--- src/rtl/pipe_pkg.sv ---
// Shared definitions for the elastic pipeline stage and the stages that
// instantiate it.
//   OCC_W              - width of the occupancy count (0..2 entries)
//   CTRL_REGWRITE      - bit index of RegWrite inside the control bundle
//   CTRL_MEMREAD       - bit index of MemRead
//   CTRL_MEMWRITE      - bit index of MemWrite
//   CTRL_MEMTOREG_LSB  - low bit of the MemToReg select field
//   occ_count()        - number of valid entries from the two valid flags
package pipe_pkg;

  localparam int OCC_W             = 2;

  localparam int CTRL_REGWRITE     = 0;
  localparam int CTRL_MEMREAD      = 1;
  localparam int CTRL_MEMWRITE     = 2;
  localparam int CTRL_MEMTOREG_LSB = 3;

  function automatic logic [OCC_W-1:0] occ_count(input logic main_valid,
                                                 input logic skid_valid);
    return {1'b0, main_valid} + {1'b0, skid_valid};
  endfunction

endpackage

--- src/rtl/pipe_entry.sv ---
// One storage slot of the elastic stage: valid flag, payload, control bundle
// and halt marker.
//   clk, rst     - clock and asynchronous active-low reset
//   load         - capture d_* and mark the slot valid
//   clear        - invalidate the slot; wins over load
//   d_data/d_ctrl/d_halt - word to capture
//   valid/data/ctrl/halt - slot contents
// Clearing zeroes ctrl and halt so an empty slot never presents a live
// RegWrite/MemWrite; data keeps its stale value since nobody qualifies on it.
module pipe_entry #(
  parameter int DATA_W = 16,
  parameter int CTRL_W = 8
) (
  input  logic              clk,
  input  logic              rst,
  input  logic              load,
  input  logic              clear,
  input  logic [DATA_W-1:0] d_data,
  input  logic [CTRL_W-1:0] d_ctrl,
  input  logic              d_halt,
  output logic              valid,
  output logic [DATA_W-1:0] data,
  output logic [CTRL_W-1:0] ctrl,
  output logic              halt
);

  always_ff @(posedge clk or negedge rst) begin
    if (!rst) begin
      valid <= 1'b0;
      data  <= '0;
      ctrl  <= '0;
      halt  <= 1'b0;
    end else if (clear) begin
      valid <= 1'b0;
      ctrl  <= '0;
      halt  <= 1'b0;
    end else if (load) begin
      valid <= 1'b1;
      data  <= d_data;
      ctrl  <= d_ctrl;
      halt  <= d_halt;
    end
  end

endmodule

--- src/rtl/pipe_stage_elastic.sv ---
// Generic elastic pipeline stage register (IF/ID, ID/EX, EX/MEM, MEM/WB).
//   clk, rst     - clock, asynchronous active-low reset
//   flush        - synchronous kill of every held entry
//   in_valid/in_ready/in_data/in_ctrl/in_halt - upstream side
//   out_valid/out_ready/out_data/out_ctrl/out_halt - downstream side
//   halted       - sticky: a HALT word has left the stage
//   occupancy    - number of valid entries (0..2)
//
// Handshake: a word moves across a port on a rising edge where valid and
// ready are both 1 (acc upstream, emit downstream). valid never depends on
// ready; a producer may change or drop an unaccepted word freely.
//
// SKID=1 keeps a second slot so in_ready comes straight from flops;
// SKID=0 uses one slot and lets out_ready pass through to in_ready.
module pipe_stage_elastic
  import pipe_pkg::*;
#(
  parameter int DATA_W = 16,
  parameter int CTRL_W = 8,
  parameter int SKID   = 1
) (
  input  logic              clk,
  input  logic              rst,
  input  logic              flush,
  input  logic              in_valid,
  output logic              in_ready,
  input  logic [DATA_W-1:0] in_data,
  input  logic [CTRL_W-1:0] in_ctrl,
  input  logic              in_halt,
  output logic              out_valid,
  input  logic              out_ready,
  output logic [DATA_W-1:0] out_data,
  output logic [CTRL_W-1:0] out_ctrl,
  output logic              out_halt,
  output logic              halted,
  output logic [OCC_W-1:0]  occupancy
);

  logic              rst_done;
  logic              halt_pending;
  logic              acc;
  logic              emit;

  logic              m_valid, m_halt, m_load, m_clear;
  logic [DATA_W-1:0] m_data;
  logic [CTRL_W-1:0] m_ctrl;
  logic              m_src_halt;
  logic [DATA_W-1:0] m_src_data;
  logic [CTRL_W-1:0] m_src_ctrl;

  logic              s_valid, s_halt;
  logic [DATA_W-1:0] s_data;
  logic [CTRL_W-1:0] s_ctrl;

  // Holds in_ready low through reset and for the release edge itself.
  always_ff @(posedge clk or negedge rst) begin
    if (!rst) rst_done <= 1'b0;
    else      rst_done <= 1'b1;
  end

  always_comb begin
    in_ready = 1'b0;
    if (SKID != 0)
      in_ready = rst_done & ~s_valid & ~halt_pending & ~halted;
    else
      in_ready = rst_done & (~m_valid | out_ready) & ~halt_pending & ~halted;
  end

  assign acc  = in_valid & in_ready;
  assign emit = m_valid & out_ready;

  // Main slot control. A skid word always refills main first on emit;
  // in_ready is low whenever skid is occupied, so acc cannot collide.
  always_comb begin
    m_load     = 1'b0;
    m_clear    = flush;
    m_src_data = in_data;
    m_src_ctrl = in_ctrl;
    m_src_halt = in_halt;
    if (SKID != 0) begin
      if (s_valid) begin
        m_src_data = s_data;
        m_src_ctrl = s_ctrl;
        m_src_halt = s_halt;
      end
      m_load  = (acc & (~m_valid | emit)) | (emit & s_valid);
      m_clear = flush | (emit & ~s_valid & ~acc);
    end else begin
      m_load  = acc;
      m_clear = flush | (emit & ~acc);
    end
  end

  pipe_entry #(.DATA_W(DATA_W), .CTRL_W(CTRL_W)) u_main (
    .clk    (clk),
    .rst    (rst),
    .load   (m_load),
    .clear  (m_clear),
    .d_data (m_src_data),
    .d_ctrl (m_src_ctrl),
    .d_halt (m_src_halt),
    .valid  (m_valid),
    .data   (m_data),
    .ctrl   (m_ctrl),
    .halt   (m_halt)
  );

  generate
    if (SKID != 0) begin : g_skid
      logic s_load;
      logic s_clear;

      // Skid only catches a word that arrives while main is stuck.
      assign s_load  = acc & m_valid & ~emit;
      assign s_clear = flush | (emit & s_valid);

      pipe_entry #(.DATA_W(DATA_W), .CTRL_W(CTRL_W)) u_skid (
        .clk    (clk),
        .rst    (rst),
        .load   (s_load),
        .clear  (s_clear),
        .d_data (in_data),
        .d_ctrl (in_ctrl),
        .d_halt (in_halt),
        .valid  (s_valid),
        .data   (s_data),
        .ctrl   (s_ctrl),
        .halt   (s_halt)
      );
    end else begin : g_no_skid
      assign s_valid = 1'b0;
      assign s_data  = '0;
      assign s_ctrl  = '0;
      assign s_halt  = 1'b0;
    end
  endgenerate

  // A HALT that is emitted in a flush cycle has still been delivered, so
  // halted sets regardless of flush and is only cleared by reset.
  always_ff @(posedge clk or negedge rst) begin
    if (!rst) begin
      halt_pending <= 1'b0;
      halted       <= 1'b0;
    end else begin
      if (emit & m_halt) halted <= 1'b1;

      if (flush)               halt_pending <= 1'b0;
      else if (emit & m_halt)  halt_pending <= 1'b0;
      else if (acc & in_halt)  halt_pending <= 1'b1;
    end
  end

  assign out_valid = m_valid;
  assign out_data  = m_data;
  assign out_ctrl  = m_ctrl;
  assign out_halt  = m_halt;
  assign occupancy = occ_count(m_valid, s_valid);

endmodule

--- config.mk ---
export PLATFORM = sky130hd
export DESIGN_NAME = pipe_stage_elastic
export DESIGN_NICKNAME = d
export VERILOG_FILES = /design/src/rtl/pipe_pkg.sv /design/src/rtl/pipe_entry.sv /design/src/rtl/pipe_stage_elastic.sv
export SDC_FILE = /design/constraint.sdc
export NUM_CORES = 1
export LEC_CHECK = 0
export CORE_MARGIN = 10
export CORE_UTILIZATION = 34
export CTS_CLUSTER_DIAMETER = 40
export DETAILED_ROUTE_END_ITERATION = 8
export PLACE_DENSITY = 0.56
export SETUP_SLACK_MARGIN = 0.02
export SYNTH_ARGS = -nofsm -noshare
export SYNTH_HDL_FRONTEND = slang
export SYNTH_HIERARCHICAL = 1
export SYNTH_SLANG_ARGS = --single-unit
--- constraint.sdc ---
create_clock -name clk -period 2.7 [get_ports clk]
set_input_delay 0.54 -clock clk [delete_from_list [all_inputs] [get_ports clk]]
set_output_delay 0.54 -clock clk [all_outputs]
set_load 0.01 [all_outputs]
# Word level (Yosys, flattened, before mapping)
# Index checks and enable logic that the tools add are counted.
# totals
regBits	55
in_bits	30
out_inout_bits	30
word_cells	60
# classes
n_addsub	1
muxes	18
bitwise_logic	25
reduce_logical	5
# ops
cell	n
8-bit two-way mux	5
16-bit two-way mux	1
1-bit bitwise AND	13
1-bit two-way mux	12
1-bit NOT	8
1-bit OR	4
2-bit AND reduction	2
2-bit nonzero test	2
3-bit nonzero test	1
1-bit by 1-bit adder with 2-bit output	1

# Logic depth before layout (Yosys ltp)
# Gate-level depths: netlist of the first run.
# logic_depth
depth_word	10
mapped_depth	8
depth_no_buf	5

# Modules after synthesis
# Netlist of the first run, hierarchy kept.
# modules_own_cells
mod	instances	cells_per_inst	area_per_inst_um2
pipe_entry	2	67	1044.8
pipe_stage_elastic	1	45	488.0

# Least setup slack after synthesis of the first run
# Ideal clock, no wire load.
# synth_path
path_type	reg2reg
startpoint	register g_skid.u_skid.valid
endpoint	register u_main.data[0]
setup_time_ns	0.125
arrival_ns	1.869
required_ns	2.575
setup_slack_ns	0.705
path_stages_with_launch	8
path_buffers	2
period_less_slack_ns	1.995
cell_sequence	dfrtp_1 > nor4b_4 > nand2_1 > a41o_1 > nor2b_4 > buf_6 > buf_6 > mux2_4
# synth_between
elab_chain_cells	10
# synth_lines
element	line_no	text
from (decl)	pipe_entry.sv:21	output logic valid,
from (signal assigned)	pipe_entry.sv:29	valid <= 1'b0;
from (signal assigned)	pipe_entry.sv:34	valid <= 1'b0;
from (signal assigned)	pipe_entry.sv:38	valid <= 1'b1;
1-bit NOT	pipe_stage_elastic.sv:64	in_ready = rst_done & ~s_valid & ~halt_pending & ~halted;
1-bit bitwise AND (3 in series)	pipe_stage_elastic.sv:64	
named net in_ready	pipe_stage_elastic.sv:26	output logic in_ready,
1-bit bitwise AND	pipe_stage_elastic.sv:69	assign acc = in_valid & in_ready;
1-bit NOT	--	
1-bit bitwise AND	pipe_stage_elastic.sv:87	m_clear = flush | (emit & ~s_valid & ~acc);
1-bit OR	pipe_stage_elastic.sv:87	
named net m_clear	pipe_stage_elastic.sv:44	logic m_valid, m_halt, m_load, m_clear;
1-bit NOT (no source line)	--	
2-bit AND reduction (no source line)	--	
to (signal assigned)	pipe_entry.sv:39	data <= d_data;
to (decl)	pipe_entry.sv:22	output logic [DATA_W-1:0] data,
# The timed path passes the listed nets, and every way through them passes these cells.
# A chain may end at the register's enable or synchronous reset.

# Final worst setup path of the first run
# layout_path
startpoint	register g_skid.u_skid.valid
endpoint	output port occupancy[0]
# layout_between
elab_chain_cells	1
# layout_lines
element	line_no	text
1-bit by 1-bit adder with 2-bit output	pipe_pkg.sv:20	return {1'b0, main_valid} + {1'b0, skid_valid};
to (decl)	pipe_stage_elastic.sv:36	output logic [OCC_W-1:0] occupancy
# No other way between the ends.

==> results.md, run 1 <==
- Max Slew Vio Count: 0
- Most common cell in the synthesized netlist: dfrtp_1
- DR iter-0 viols: 33
- Post-CTS Setup Inserts: 0
- HPWL Detailed: 3930 µm
- Fill count: 670
- Die Area: 11500 µm²
- Post-synthesis sequential area ratio: 0.534
- Most instantiated cells after synthesis: 55 x dfrtp_1, 25 x mux2_2, 22 x nor2_1
- Largest area contributor in the netlist: dfrtp_1
- Library cells used by synthesis: 23
- GPL Wtd Cong: 0.723
- Main synth FF type: dfrtp_1
- Die width: 107 µm
- Post-Synthesis Cells: 179
- H-tree depth: 2
- Mapped Nets: 210
- Crit end category: primary output
- Antenna violations before repair: 0
- Fin nets: 275
- Number of synthesized flops with an enable pin: 0
- PD cells: 617 nW/µm²
- Die H: 107 µm
- Fin crit share: 0.861
- Hold Path Class: input port to async pin
- Core area: 7330 µm²
- Yosys top cell area share: 0.534
- Critical Path Sink: occupancy[0]
- I/O pin cnt: 60
- Count of state elements after synthesis: 55
- Instance area at placement: 3280 µm²
- Vias in the first global route: 1681
- Fraction of layout cells with a size suffix above 1: 0.282
- Antenna Cells: 0
- Cts hold-fix bufs: 0
- CP max FO: 14
- Clock Sinks: 55
- Largest net degree at the start of global routing: 30
- CTS Buffer Depth: 2
- Skew final: 0.0138 ns
- Synth Area per Inst: 14.4 µm²
- Drt drc: 0
- Worst setup path class: flip-flop to primary output
- Worst R2R Setup Slack: 0.67 ns
- Global Route Usage Sum: 0.0984
- CTS-repair resized insts: 0
- IO buf count: 59
- Ys async rst share: 1.00
- Worst setup SP type: flip-flop
- Final setup viols: 0
- TritonCTS clock tree: yes
- LEAKAGE: 1.46 nW
- Detail Route Antenna Nets: 0
- Worst r2r dst: u_main/data[14]
- Total of max-cap violations: 0
- Arrival @ worst endpoint: 1.78 ns
- Period minus WS final: 2.32 ns
- Mapped Area: 2580 µm²
- Gr ovfl total: 0
- Reg2Reg Depth: 6
- TNS Setup: 0 ns
- Total Routed Length: 5580 µm
- Worst slew pin tran: 0.666 ns
- CP Data Required Time: 2.16 ns
- Wire length per cell: 16.2 µm
- Worst slew margin: 0.556
- Synth Warn #: 6
- Area Overhead vs Synth: 31.2%
- Site Rows: 31
- Post-route cell area: 3380 µm²
- VDD IR max: 0.282 mV
- First-pass GRT wire length: 8950 µm
- Worst skew pair latency: 0.32 ns
- Post-DR vias/cell: 4.56
- Origin of the critical flop-to-flop path: g_skid.u_skid/valid
- Initial Utilization: 0.352
- Max Fclk: 430 MHz
- Clock-pin transition on the worst setup and hold timing paths: 0.11 ns
- CTS root buf: clkbuf_8
- Cts bufs inserted: 5
- Largest cells by area after synthesis: dfrtp_1 53%, mux2_4 12%, mux2_2 11%
- Vias: 1568
- Unrepaired setup endpoints after global routing: no
- Pre-Repair DR Iteration Count: 2
- Status: finished, final reports clean
- CP startpoint: g_skid.u_skid/valid
- Fin. Hold Viols: 0
metal layers:
| layer | vias to the layer above | track usage | part of all wire |
|---|---|---|---|
| li1 | 752 | - | - |
| met1 | 768 | 0.129 | 0.49 |
| met2 | 41 | 0.148 | 0.44 |
| met3 | 7 | 0.0335 | 0.061 |
| met4 | 0 | 0.0319 | 0.012 |
| met5 | - | 0 | 0 |
cell families (layout without fill, tap and decap cells):
family	Yosys count	count (layout)	share of synthesized area
AOI/OAI and AO/OA	6	6	0.0184
muxes	75	75	0.348
adders and majority gates	1	1	0.00485
DFF	55	55	0.534
and+or+nand+nor	29	29	0.0597
buffers and inverters	12	78	0.0335
other	1	1	0.00145
area by class of cell:
class | instances | area [µm²] | area share
Timing Repair Buffer | 69 | 661 | 0.195
Clock buffer | 6 | 82.6 | 0.0244
Multi-Input combinational cell | 112 | 1110 | 0.330
Sequential cell | 55 | 1380 | 0.407
Inverter | 1 | 3.75 | 0.00111
Tap cell | 99 | 124 | 0.0366
Clock inverter | 2 | 20.0 | 0.00592
worst min path at each step:
stage	endpoint	slack, ns	cells after the start
after floorplan	g_skid.u_skid/ctrl[0]	0.24	0
after global placement	g_skid.u_skid/data[15]	0.46	1
after detailed placement	g_skid.u_skid/data[15]	0.47	1
after CTS	g_skid.u_skid/valid	0.25	1
after global routing	g_skid.u_skid/data[5]	0.29	1
final	u_main/data[12]	0.25	1
metrics by stage:
step | cells | setup WS [ns] | hold WS (ns) | utilization | power, mW
final | 344 | 0.376 | 0.247 | 0.461 | 2.09
after floorplan | 179 | 0.705 | 0.244 | - | 1.30
after detailed placement | 336 | 0.341 | 0.472 | 0.447 | 1.61
after CTS | 344 | 0.332 | 0.248 | 0.461 | 2.12
after global routing | 344 | 0.310 | 0.286 | 0.461 | 2.20
after global placement | 336 | 0.360 | 0.463 | 0.447 | 1.60
cell usage in the layout, fill, tap and decap left out, drive strengths merged:
cell type / Yosys / layout
nand2: 2 / 2
a21oi: 1 / 1
conb: 1 / 1
dfrtp: 55 / 55
a41o: 1 / 1
a311oi: 1 / 1
a31oi: 1 / 1
and3: 1 / 1
buf: 9 / 11
a31o: 2 / 2
clkbuf: 2 / 6
mux2: 57 / 57
inv: 1 / 2
nor4b: 1 / 1
clkdlybuf4s50: 0 / 58
clkinv: 0 / 1
ha: 1 / 1
nor2b: 3 / 3
nor2: 22 / 22
mux2i: 18 / 18
power breakdown:
part	leakage, nW	total, mW	switching, mW	internal, mW
logic	0.690	0.542	0.186	0.357
registers	0.716	1.04	0.0806	0.957
clock network	0.0533	0.506	0.289	0.217
total	1.46	2.09	0.556	1.53
state kept, by name, indices dropped and copies added (netlist names):
signal               cells
halted                   1
u_main/halt              1
g_skid.u_skid/data      16
u_main/valid             1
halt_pending             1
g_skid.u_skid/halt       1
g_skid.u_skid/valid      1
g_skid.u_skid/ctrl       8
u_main/ctrl              8
u_main/data             16
rst_done                 1
critical path, cell delays in order, from the launching register on:
cell and delay (ns):
dfrtp_1 0.43, buf_4 0.22, ha_1 0.28, clkdlybuf4s50_1 0.54
(Power assumes the default switching activity.)
==> inputs of run 2 (changes only) <==
- CTS_BUF_LIST: default -> sky130_fd_sc_hd__clkbuf_2 sky130_fd_sc_hd__clkbuf_4 sky130_fd_sc_hd__clkbuf_8
==> results of run 2 <==
Same layout as run 1: the final DEF is identical, and so are final timing and power.
